**src/rtl/mem_bus_sched.sv**
```systemverilog
// Byte-serial memory/UART bus sequencer shared by instruction fetch (IF) and load/store (LS).
// Define MEM_BUS_RR_EN for round-robin arbitration; otherwise LS has fixed priority over IF.
module mem_bus_sched #(
    parameter logic [1:0] IO_HI_BITS = 2'b11
) (
    input  logic        clk,
    input  logic        rst,
    input  logic        rdy,
    input  logic [7:0]  mem_din,
    output logic [7:0]  mem_dout,
    output logic [31:0] mem_a,
    output logic        mem_wr,
    input  logic        io_buffer_full,
    input  logic        clr,
    input  logic        if_req,
    input  logic [31:0] if_addr,
    output logic        if_ack,
    output logic [31:0] if_data,
    input  logic        ls_req,
    input  logic        ls_we,
    input  logic [1:0]  ls_size,
    input  logic [31:0] ls_addr,
    input  logic [31:0] ls_wdata,
    output logic        ls_ack,
    output logic [31:0] ls_rdata
);
    // state   | meaning
    // IDLE    | bus free, arbitrating requests
    // RD      | issuing read addresses and collecting bytes
    // WR      | driving store beats
    // IO_WAIT | I/O store stalled on a full UART buffer
    typedef enum logic [1:0] {IDLE, RD, WR, IO_WAIT} state_t;

    state_t      state;
    logic [2:0]  k, n, k_inc, n_req;
    logic [1:0]  k_idx, k_prev;
    logic [31:0] base, wdata, data_q, data_nxt;
    logic        owner_ls, is_io, wr_q, if_ack_q, ls_ack_q;
    logic        ls_io, if_ok, grant_ls, grant_if;
    logic [7:0]  wbyte_cur, wbyte_next;

    assign k_inc  = k + 3'd1;
    assign k_idx  = k[1:0];
    assign k_prev = k_idx - 2'd1;
    assign n_req  = (ls_size == 2'd0) ? 3'd1 : (ls_size == 2'd1) ? 3'd2 : 3'd4;
    assign ls_io  = (ls_addr[17:16] == IO_HI_BITS);
    assign if_ok  = if_req && !clr;

`ifdef MEM_BUS_RR_EN
    logic last_if;
    assign grant_ls = ls_req && (!if_ok || last_if);
`else
    assign grant_ls = ls_req;
`endif
    assign grant_if = if_ok && !grant_ls;

    assign wbyte_cur  = wdata[{k_idx, 3'b000} +: 8];
    assign wbyte_next = wdata[{k_idx + 2'd1, 3'b000} +: 8];

    // k counts edges since grant; read byte k-1 arrives on mem_din at edge k
    always_comb begin
        data_nxt = data_q;
        data_nxt[{k_prev, 3'b000} +: 8] = mem_din;
    end

    assign mem_wr = wr_q & rdy;
    assign if_ack = if_ack_q & rdy;
    assign ls_ack = ls_ack_q & rdy;

    always_ff @(posedge clk or posedge rst) begin
        if (rst) begin
            state    <= IDLE;
            k        <= 3'd0;
            n        <= 3'd0;
            base     <= 32'd0;
            wdata    <= 32'd0;
            data_q   <= 32'd0;
            owner_ls <= 1'b0;
            is_io    <= 1'b0;
            wr_q     <= 1'b0;
            if_ack_q <= 1'b0;
            ls_ack_q <= 1'b0;
            mem_a    <= 32'd0;
            mem_dout <= 8'd0;
            if_data  <= 32'd0;
            ls_rdata <= 32'd0;
`ifdef MEM_BUS_RR_EN
            last_if  <= 1'b1;
`endif
        end else if (rdy) begin
            if_ack_q <= 1'b0;
            ls_ack_q <= 1'b0;
            case (state)
                IDLE: begin
                    if (grant_ls) begin
                        base     <= ls_addr;
                        n        <= n_req;
                        owner_ls <= 1'b1;
                        is_io    <= ls_io;
                        wdata    <= ls_wdata;
                        k        <= 3'd0;
                        data_q   <= 32'd0;
                        mem_a    <= ls_addr;
                        mem_dout <= ls_wdata[7:0];
`ifdef MEM_BUS_RR_EN
                        last_if  <= 1'b0;
`endif
                        if (!ls_we) begin
                            state <= RD;
                        end else if (ls_io && io_buffer_full) begin
                            state <= IO_WAIT;
                            wr_q  <= 1'b0;
                        end else begin
                            state <= WR;
                            wr_q  <= 1'b1;
                        end
                    end else if (grant_if) begin
                        base     <= if_addr;
                        n        <= 3'd4;
                        owner_ls <= 1'b0;
                        is_io    <= 1'b0;
                        k        <= 3'd0;
                        data_q   <= 32'd0;
                        mem_a    <= if_addr;
                        state    <= RD;
`ifdef MEM_BUS_RR_EN
                        last_if  <= 1'b1;
`endif
                    end
                end
                RD: begin
                    if (clr && !owner_ls) begin
                        state <= IDLE;
                    end else begin
                        if (k_inc < n)
                            mem_a <= base + {29'd0, k_inc};
                        if (k != 3'd0)
                            data_q <= data_nxt;
                        k <= k_inc;
                        if (k == n) begin
                            state <= IDLE;
                            if (owner_ls) begin
                                ls_ack_q <= 1'b1;
                                ls_rdata <= data_nxt;
                            end else begin
                                if_ack_q <= 1'b1;
                                if_data  <= data_nxt;
                            end
                        end
                    end
                end
                WR: begin
                    if (k_inc < n) begin
                        k <= k_inc;
                        if (is_io && io_buffer_full) begin
                            state <= IO_WAIT;
                            wr_q  <= 1'b0;
                        end else begin
                            mem_a    <= base + {29'd0, k_inc};
                            mem_dout <= wbyte_next;
                        end
                    end else begin
                        wr_q     <= 1'b0;
                        ls_ack_q <= 1'b1;
                        state    <= IDLE;
                    end
                end
                IO_WAIT: begin
                    // address stays on the previous beat until the buffer drains
                    if (!io_buffer_full) begin
                        state    <= WR;
                        wr_q     <= 1'b1;
                        mem_a    <= base + {29'd0, k};
                        mem_dout <= wbyte_cur;
                    end
                end
                default: state <= IDLE;
            endcase
        end
    end
endmodule

```
**config.mk**
```make
export PLATFORM = sky130hd
export DESIGN_NAME = mem_bus_sched
export DESIGN_NICKNAME = d
export VERILOG_FILES = /design/src/rtl/mem_bus_sched.sv
export SDC_FILE = /design/constraint.sdc
export NUM_CORES = 1
export LEC_CHECK = 0
export BUFFER_PORTS_ARGS = -buffer_cell sky130_fd_sc_hd__buf_2
export CAP_MARGIN = 0
export CORE_MARGIN = 2
export CORE_UTILIZATION = 50
export CTS_BUF_LIST = sky130_fd_sc_hd__clkbuf_16
export DETAILED_ROUTE_END_ITERATION = 12
export GPL_TIMING_DRIVEN = 0
export PLACE_DENSITY = 0.77
export SYNTH_ARGS = -nofsm -noshare
export SYNTH_HDL_FRONTEND = slang
export SYNTH_SLANG_ARGS = --single-unit
export TNS_END_PERCENT = 50
```
**constraint.sdc**
```tcl
create_clock -name clk -period 6.95 [get_ports clk]
set_input_delay 1.0425 -clock clk [delete_from_list [all_inputs] [get_ports clk]]
set_output_delay 1.0425 -clock clk [all_outputs]
set_load 0.02 [all_outputs]
```
==> impl_metrics.py, run 1 <==
metrics = {
    "status": {
        "status": "complete, no violations",
    },
    "grt": {
        "grt_pass1_vias": 8404,
        "track_usage": 0.255,
        "antenna_found_initial": 0,
        "grt-ovfl-total": 0,
        "grt_max_degree": 112,
        "grt_pass1_wl_mm": 44.6,
    },
    "worst_hold_path": {
        "hold-path-cell-count": 2,
        "hp-class": "flip-flop to flip-flop",
    },
    "synth": {
        "ys.warnings.count": 0,
        "ys_seq_elements": 213,
        "synth.distinct_cells": 55,
        "async_reset_ff_frac": 1.00,
        "avgSynthCellArea_um2": 10.4,
        "synth_top_flop_cell": "dfrtp_1",
        "synthesis.area_um2": 10300,
        "synth_nets": 1126,
        "synth_edf_count": 0,
        "ys_seq_area_frac": 0.517,
        "syn_inst": 995,
    },
    "timing": {
        "final-max-slew-violation-count": 0,
        "rsz0062_at_grt": "false",
        "fin_crit_sh": 0.664,
        "finalCriticalPeriod_ns": 4.61,
        "max_freq_ghz": 0.217,
        "finClkSkew_ns": 0.0158,
        "finalSetupViolCount": 0,
        "hold_viol": 0,
        "max_slew.worst_pin.slew_ns": 1.20,
        "max_slew_margin": 0.178,
        "hold_slack_ns": 0.463,
    },
    "critical_path": {
        "path_max_fanout": 11,
        "required_ns": 7.39,
        "r2r_cells": 11,
        "worstSetupPathType": "flip-flop to flip-flop",
        "crit_path_end_kind": "flip-flop",
        "start_kind": "flip-flop",
        "arrival_ns": 5.05,
    },
    "place": {
        "gp_congestion": 0.906,
        "dpl.hpwl_mm": 19.7,
        "dp_cells": 1478,
        "numPortBuffers": 212,
    },
    "detailed_routing": {
        "vias": 8608,
        "drt_drc_violations_left": 0,
        "drtIter0Drc": 650,
        "firstDrtPassIters": 6,
        "wl_per_cell_um": 18.4,
        "wl_mm": 27.9,
        "viasPerCell": 5.67,
        "final_antenna_net_count": 0,
    },
    "layout": {
        "drive_gt1_frac": 0.257,
        "nets": 1365,
        "most-common-layout-cells": "buf_2, dfrtp_1, a21oi_1",
        "final_common_cell": "buf_2",
        "instances_no_fill": 1517,
        "antenna_cells": 0,
        "areaGrowthSynthToFinish_pct": 21.6,
    },
    "clock_tree": {
        "cts_sinks": 213,
        "ctsResizeCount": 0,
        "cts_tree": "built",
        "postCtsHoldBufs": 0,
        "clk_latency_ns": 0.51,
        "post_cts_buffers": 0,
        "clk_path_buf_depth": 3,
        "cts_root_buffer": "clkbuf_16",
        "path_clk_slew_ns": 0.06,
        "numCtsBuffers": 23,
        "cts_max_level": 1,
    },
    "floorplan": {
        "io_pins": 221,
        "placementRows": 52,
        "die-area_um2": 21800,
        "core-area_um2": 20200,
        "start_util": 0.510,
        "die_h_um": 148,
        "die_w_um": 148,
    },
    "run": {
        "maxCapViolCount": 0,
    },
    "power_and_ir_drop": {
        "powerDensity_nw_per_um2": 464,
        "leakagePower_nw": 6.04,
        "ir_worst_vdd_mv": 0.251,
    },
}
## cells by family after synthesis
logic type | Yosys count | synth area share
and+or+nand+nor | 301 | 0.138
AOI/OAI and AO/OA | 250 | 0.147
DFF | 213 | 0.517
adders and majority gates | 17 | 0.0214
muxes | 106 | 0.123
xor gates and xnor gates | 27 | 0.0229
buffers and inverters | 81 | 0.0304
## sequential cells by signal, indices dropped and copies added (netlist names), 3 cells and up
register / count
base: 32
data_q: 32
if_data: 32
ls_rdata: 32
mem_a: 32
wdata: 32
mem_dout: 8
k: 3
n: 3
## critical path, cell delays in order (launching register included)
cell and delay, ns:
dfrtp_1 0.59, inv_1 0.20, ha_1 0.37, clkbuf_1 0.20, mux2i_1 0.92, inv_1 0.11
ha_1 0.33, a211oi_1 0.78, nor2_1 0.33, nand4_1 0.22, mux2_2 0.35, a21oi_1 0.15
## synth_stat cells (18+ instances only)
master,number,area share
a22o_1,35,0.030
mux2i_1,37,0.036
inv_1,20,0.0073
dfrtp_1,213,0.52
mux2_2,61,0.067
nor2_1,108,0.039
a21oi_1,116,0.056
nand2_1,81,0.029
xor2_1,18,0.015
clkbuf_1,38,0.014
nor2b_1,40,0.024
o21ai_0,52,0.025
## worst paths after layout
kind / startpoint / endpoint / slack (ns)
min in group asynchronous: rst / mem_a[8] / 0.66
hold / removal: mem_a[2] / mem_a[2] / 0.46
hold reg to reg: mem_a[2] / mem_a[2] / 0.46
setup / recovery: k[0] / mem_a[31] / 2.34
setup reg to reg: k[0] / mem_a[31] / 2.34
max in group asynchronous: rst / mem_dout[4] / 5.30
## per-stage QoR
stage	cell area (µm²)	power, mW	setup TNS [ns]	worst slack (ns)	util
3_5_place_dp	11700	4.51	0	2.30	0.581
6_report	12500	5.82	0	2.34	0.620
4_1_cts	12500	5.83	0	2.33	0.620
3_3_place_gp	11700	4.42	-468.63	-2.22	0.579
2_1_floorplan	10300	3.72	0	0.0849	-
5_1_grt	12500	6.19	0	2.02	0.620
## routing by layer
| layer | wire, µm | vias up | share of wire | track usage |
|---|---|---|---|---|
| met5 | 0 | - | 0 | 0 |
| met4 | 597 | 0 | 0.021 | 0.0707 |
| met3 | 2090 | 49 | 0.075 | 0.0380 |
| met2 | 13100 | 368 | 0.47 | 0.406 |
| met1 | 12100 | 4186 | 0.43 | 0.368 |
| li1 | - | 4005 | - | - |
## report_power, final
group	leakage [nW]	internal (mW)	switching, mW	total, mW
clock network	0.407	0.817	0.485	1.30
logic	2.93	0.984	1.47	2.45
registers	2.71	1.73	0.341	2.07
## cell type report
cell class              count  area [µm²]
fillers                  1642        7690
clock inverters            15         215
multi-input cells         701        4670
plain buffers              60         235
flip-flops and latches    213        5330
repair buffers            214        1100
clock buffers              23         576
well taps                 270         338
inverters                  21        86.3
Power figures use the tool's default switching activity.
==> inputs of run 2 (changes only) <==
ABC_AREA = 1   (was default)
CORE_UTILIZATION = 53   (was 50)
clock period = 4.45 ns   (was 6.95 ns; I/O delays follow)
==> impl_metrics.py, run 2 <==
metrics = {
    "critical_path": {
        "r2r_cells": 16,
        "worstSetupPathType": "flip-flop to flip-flop",
        "crit_path_end_kind": "flip-flop",
        "r2r-start": "k[0]",
        "cp-startpoint": "k[0]",
        "start_kind": "flip-flop",
        "required_ns": 4.86,
        "arrival_ns": 4.34,
        "path_max_fanout": 10,
    },
    "synth": {
        "avgSynthCellArea_um2": 7.60,
        "syn_inst": 1443,
        "ys_seq_elements": 213,
        "netlist_top_cells_count": "nand2_1, dfrtp_1, nor2_1",
        "synth_nets": 1574,
        "synthTopCellsByArea": "dfrtp_1, nand2_1, nor2_1",
        "yosysTopAreaCell": "dfrtp_1",
        "ys_seq_area_frac": 0.486,
        "ys.warnings.count": 0,
        "synth.most_common_cell": "nand2_1",
        "synth.distinct_cells": 40,
        "synth_top_flop_cell": "dfrtp_1",
        "synthesis.area_um2": 11000,
        "synth_edf_count": 0,
        "async_reset_ff_frac": 1.00,
        "synth_top_area_share": 0.486,
    },
    "place": {
        "gp_congestion": 0.945,
        "dp_cells": 1936,
        "dpl_cell_area_um2": 12500,
        "dpl.hpwl_mm": 23.6,
        "numPortBuffers": 218,
    },
    "timing": {
        "finClkSkew_ns": 0.0230,
        "setup-tns-final_ns": 0,
        "max_slew.worst_pin.slew_ns": 0.664,
        "max_slew_margin": 0.558,
        "hold_slack_ns": 0.215,
        "hold_viol": 0,
        "max_freq_ghz": 0.254,
        "final-max-slew-violation-count": 0,
        "finalSetupViolCount": 0,
        "fin_crit_sh": 0.884,
        "rsz0062_at_grt": "false",
        "finalCriticalPeriod_ns": 3.93,
    },
    "power_and_ir_drop": {
        "ir_worst_vdd_mv": 0.394,
        "p_comb_frac": 0.445,
        "powerDensity_nw_per_um2": 676,
        "netSwitchingPower_mw": 4.00,
        "pwr-share-clk": 0.217,
        "p_int_mw": 4.96,
        "switching_share": 0.446,
        "leakagePower_nw": 6.85,
        "p_total_mw": 8.97,
        "power_frac_seq": 0.338,
    },
    "grt": {
        "grt_busiest_layer": "met2",
        "grt_pass1_wl_mm": 51.2,
        "met3_usage": 0.0392,
        "grt_pass1_vias": 10100,
        "grtUsageMet1": 0.425,
        "grt_use_met2": 0.459,
        "track_usage": 0.292,
        "grt_max_degree": 43,
        "grt-ovfl-total": 0,
        "antenna_found_initial": 1,
    },
    "clock_tree": {
        "post_cts_buffers": 0,
        "path_clk_slew_ns": 0.07,
        "cts_max_level": 1,
        "numCtsBuffers": 23,
        "postCtsHoldBufs": 0,
        "cts_root_buffer": "clkbuf_16",
        "clk_path_buf_depth": 3,
        "cts_tree": "built",
        "cts_sinks": 213,
        "clk_latency_ns": 0.54,
        "ctsResizeCount": 0,
    },
    "layout": {
        "nets": 1822,
        "instances_no_fill": 1978,
        "drive_gt1_frac": 0.207,
        "most-common-layout-cells": "nand2_1, buf_2, dfrtp_1",
        "areaGrowthSynthToFinish_pct": 21.0,
        "finalInstanceArea_um2": 13300,
        "final_common_cell": "nand2_1",
    },
    "status": {
        "status": "complete, no violations",
    },
    "detailed_routing": {
        "drt_drc_violations_left": 0,
        "drtIter0Drc": 859,
        "wl_mm": 31.7,
        "vias": 10500,
        "wl_per_cell_um": 16.0,
        "final_antenna_net_count": 0,
        "firstDrtPassIters": 5,
        "viasPerCell": 5.31,
    },
    "worst_hold_path": {
        "hp-class": "input port to async pin",
    },
    "floorplan": {
        "start_util": 0.542,
        "die_w_um": 148,
        "die_h_um": 148,
        "placementRows": 52,
        "die-area_um2": 21800,
        "io_pins": 221,
        "core-area_um2": 20200,
    },
    "run": {
        "maxCapViolCount": 0,
    },
}
[run 2: changes by cell type after synthesis, sizes merged, moves of 54 or more]
cell,previous run,this run
a21oi,116,27
mux2,61,0
o21ai,53,167
nand3,13,67
nand2,81,559
inv,20,131
[run 2: cells by family (layout without fill, tap and decap cells)]
group	count (synthesis)	in the layout	synth area share
xor gates and xnor gates	2	2	0.00160
AOI/OAI and AO/OA	247	247	0.134
DFF	213	213	0.486
adders and majority gates	17	17	0.0201
and+or+nand+nor	767	767	0.277
buffers and inverters	194	458	0.0777
muxes	3	3	0.00274
other	0	1	0
[run 2: final cells by class]
type,instances,area [µm²]
fill,1772,6980
sequential,213,5330
multi-input combinational,1036,4780
timing repair buffer,223,1190
clock buffer,23,576
inverter,131,500
buffer,63,355
tap,270,338
clock inverter,18,186
antenna,1,2.50
[run 2: path summary, 6_finish.rpt]
path / end / slack (ns)
max: mem_a[26] / 0.52
min: mem_a[16] / 0.22
max reg2reg: mem_a[26] / 0.52
min reg2reg: wdata[24] / 0.47
max in group asynchronous: wdata[15] / 3.08
min in group clk: wdata[28] / 0.33
[run 2: power by group through the flow]
stage,logic (mW),registers [mW],clock network [mW]
2_1_floorplan,2.48,3.26,0
3_3_place_gp,3.83,3.03,0
3_5_place_dp,3.94,3.04,0
4_1_cts,3.97,3.01,1.96
5_1_grt,4.45,3.10,2.06
6_report,3.99,3.03,1.95
[run 2: worst max-delay path, stage by stage (launching register included)]
cell and delay [ns]:
dfrtp_1 0.56, inv_1 0.20, ha_1 0.45, inv_1 0.11
o21ai_2 0.48, inv_2 0.23, fa_1 0.46, inv_1 0.09
nand3_1 0.06, nand2_1 0.18, nand2_1 0.21, nor2_1 0.40
nand2_1 0.09, nand2_1 0.08, nand3_1 0.07, nand2_1 0.10
nand2_1 0.05
[run 2: metal layers]
| layer | wire (µm) | share of wire |
|---|---|---|
| met1 | 14300 | 0.45 |
| met2 | 14200 | 0.45 |
| met3 | 2220 | 0.070 |
| met4 | 856 | 0.027 |
| met5 | 0 | 0 |
[run 2: metrics by stage]
step / util / setup WS (ns)
after detailed placement: 0.617 / 0.678
after CTS: 0.655 / 0.628
after global routing: 0.655 / 0.222
after floorplan: - / 1.01
after global placement: 0.613 / -0.302
final: 0.655 / 0.518
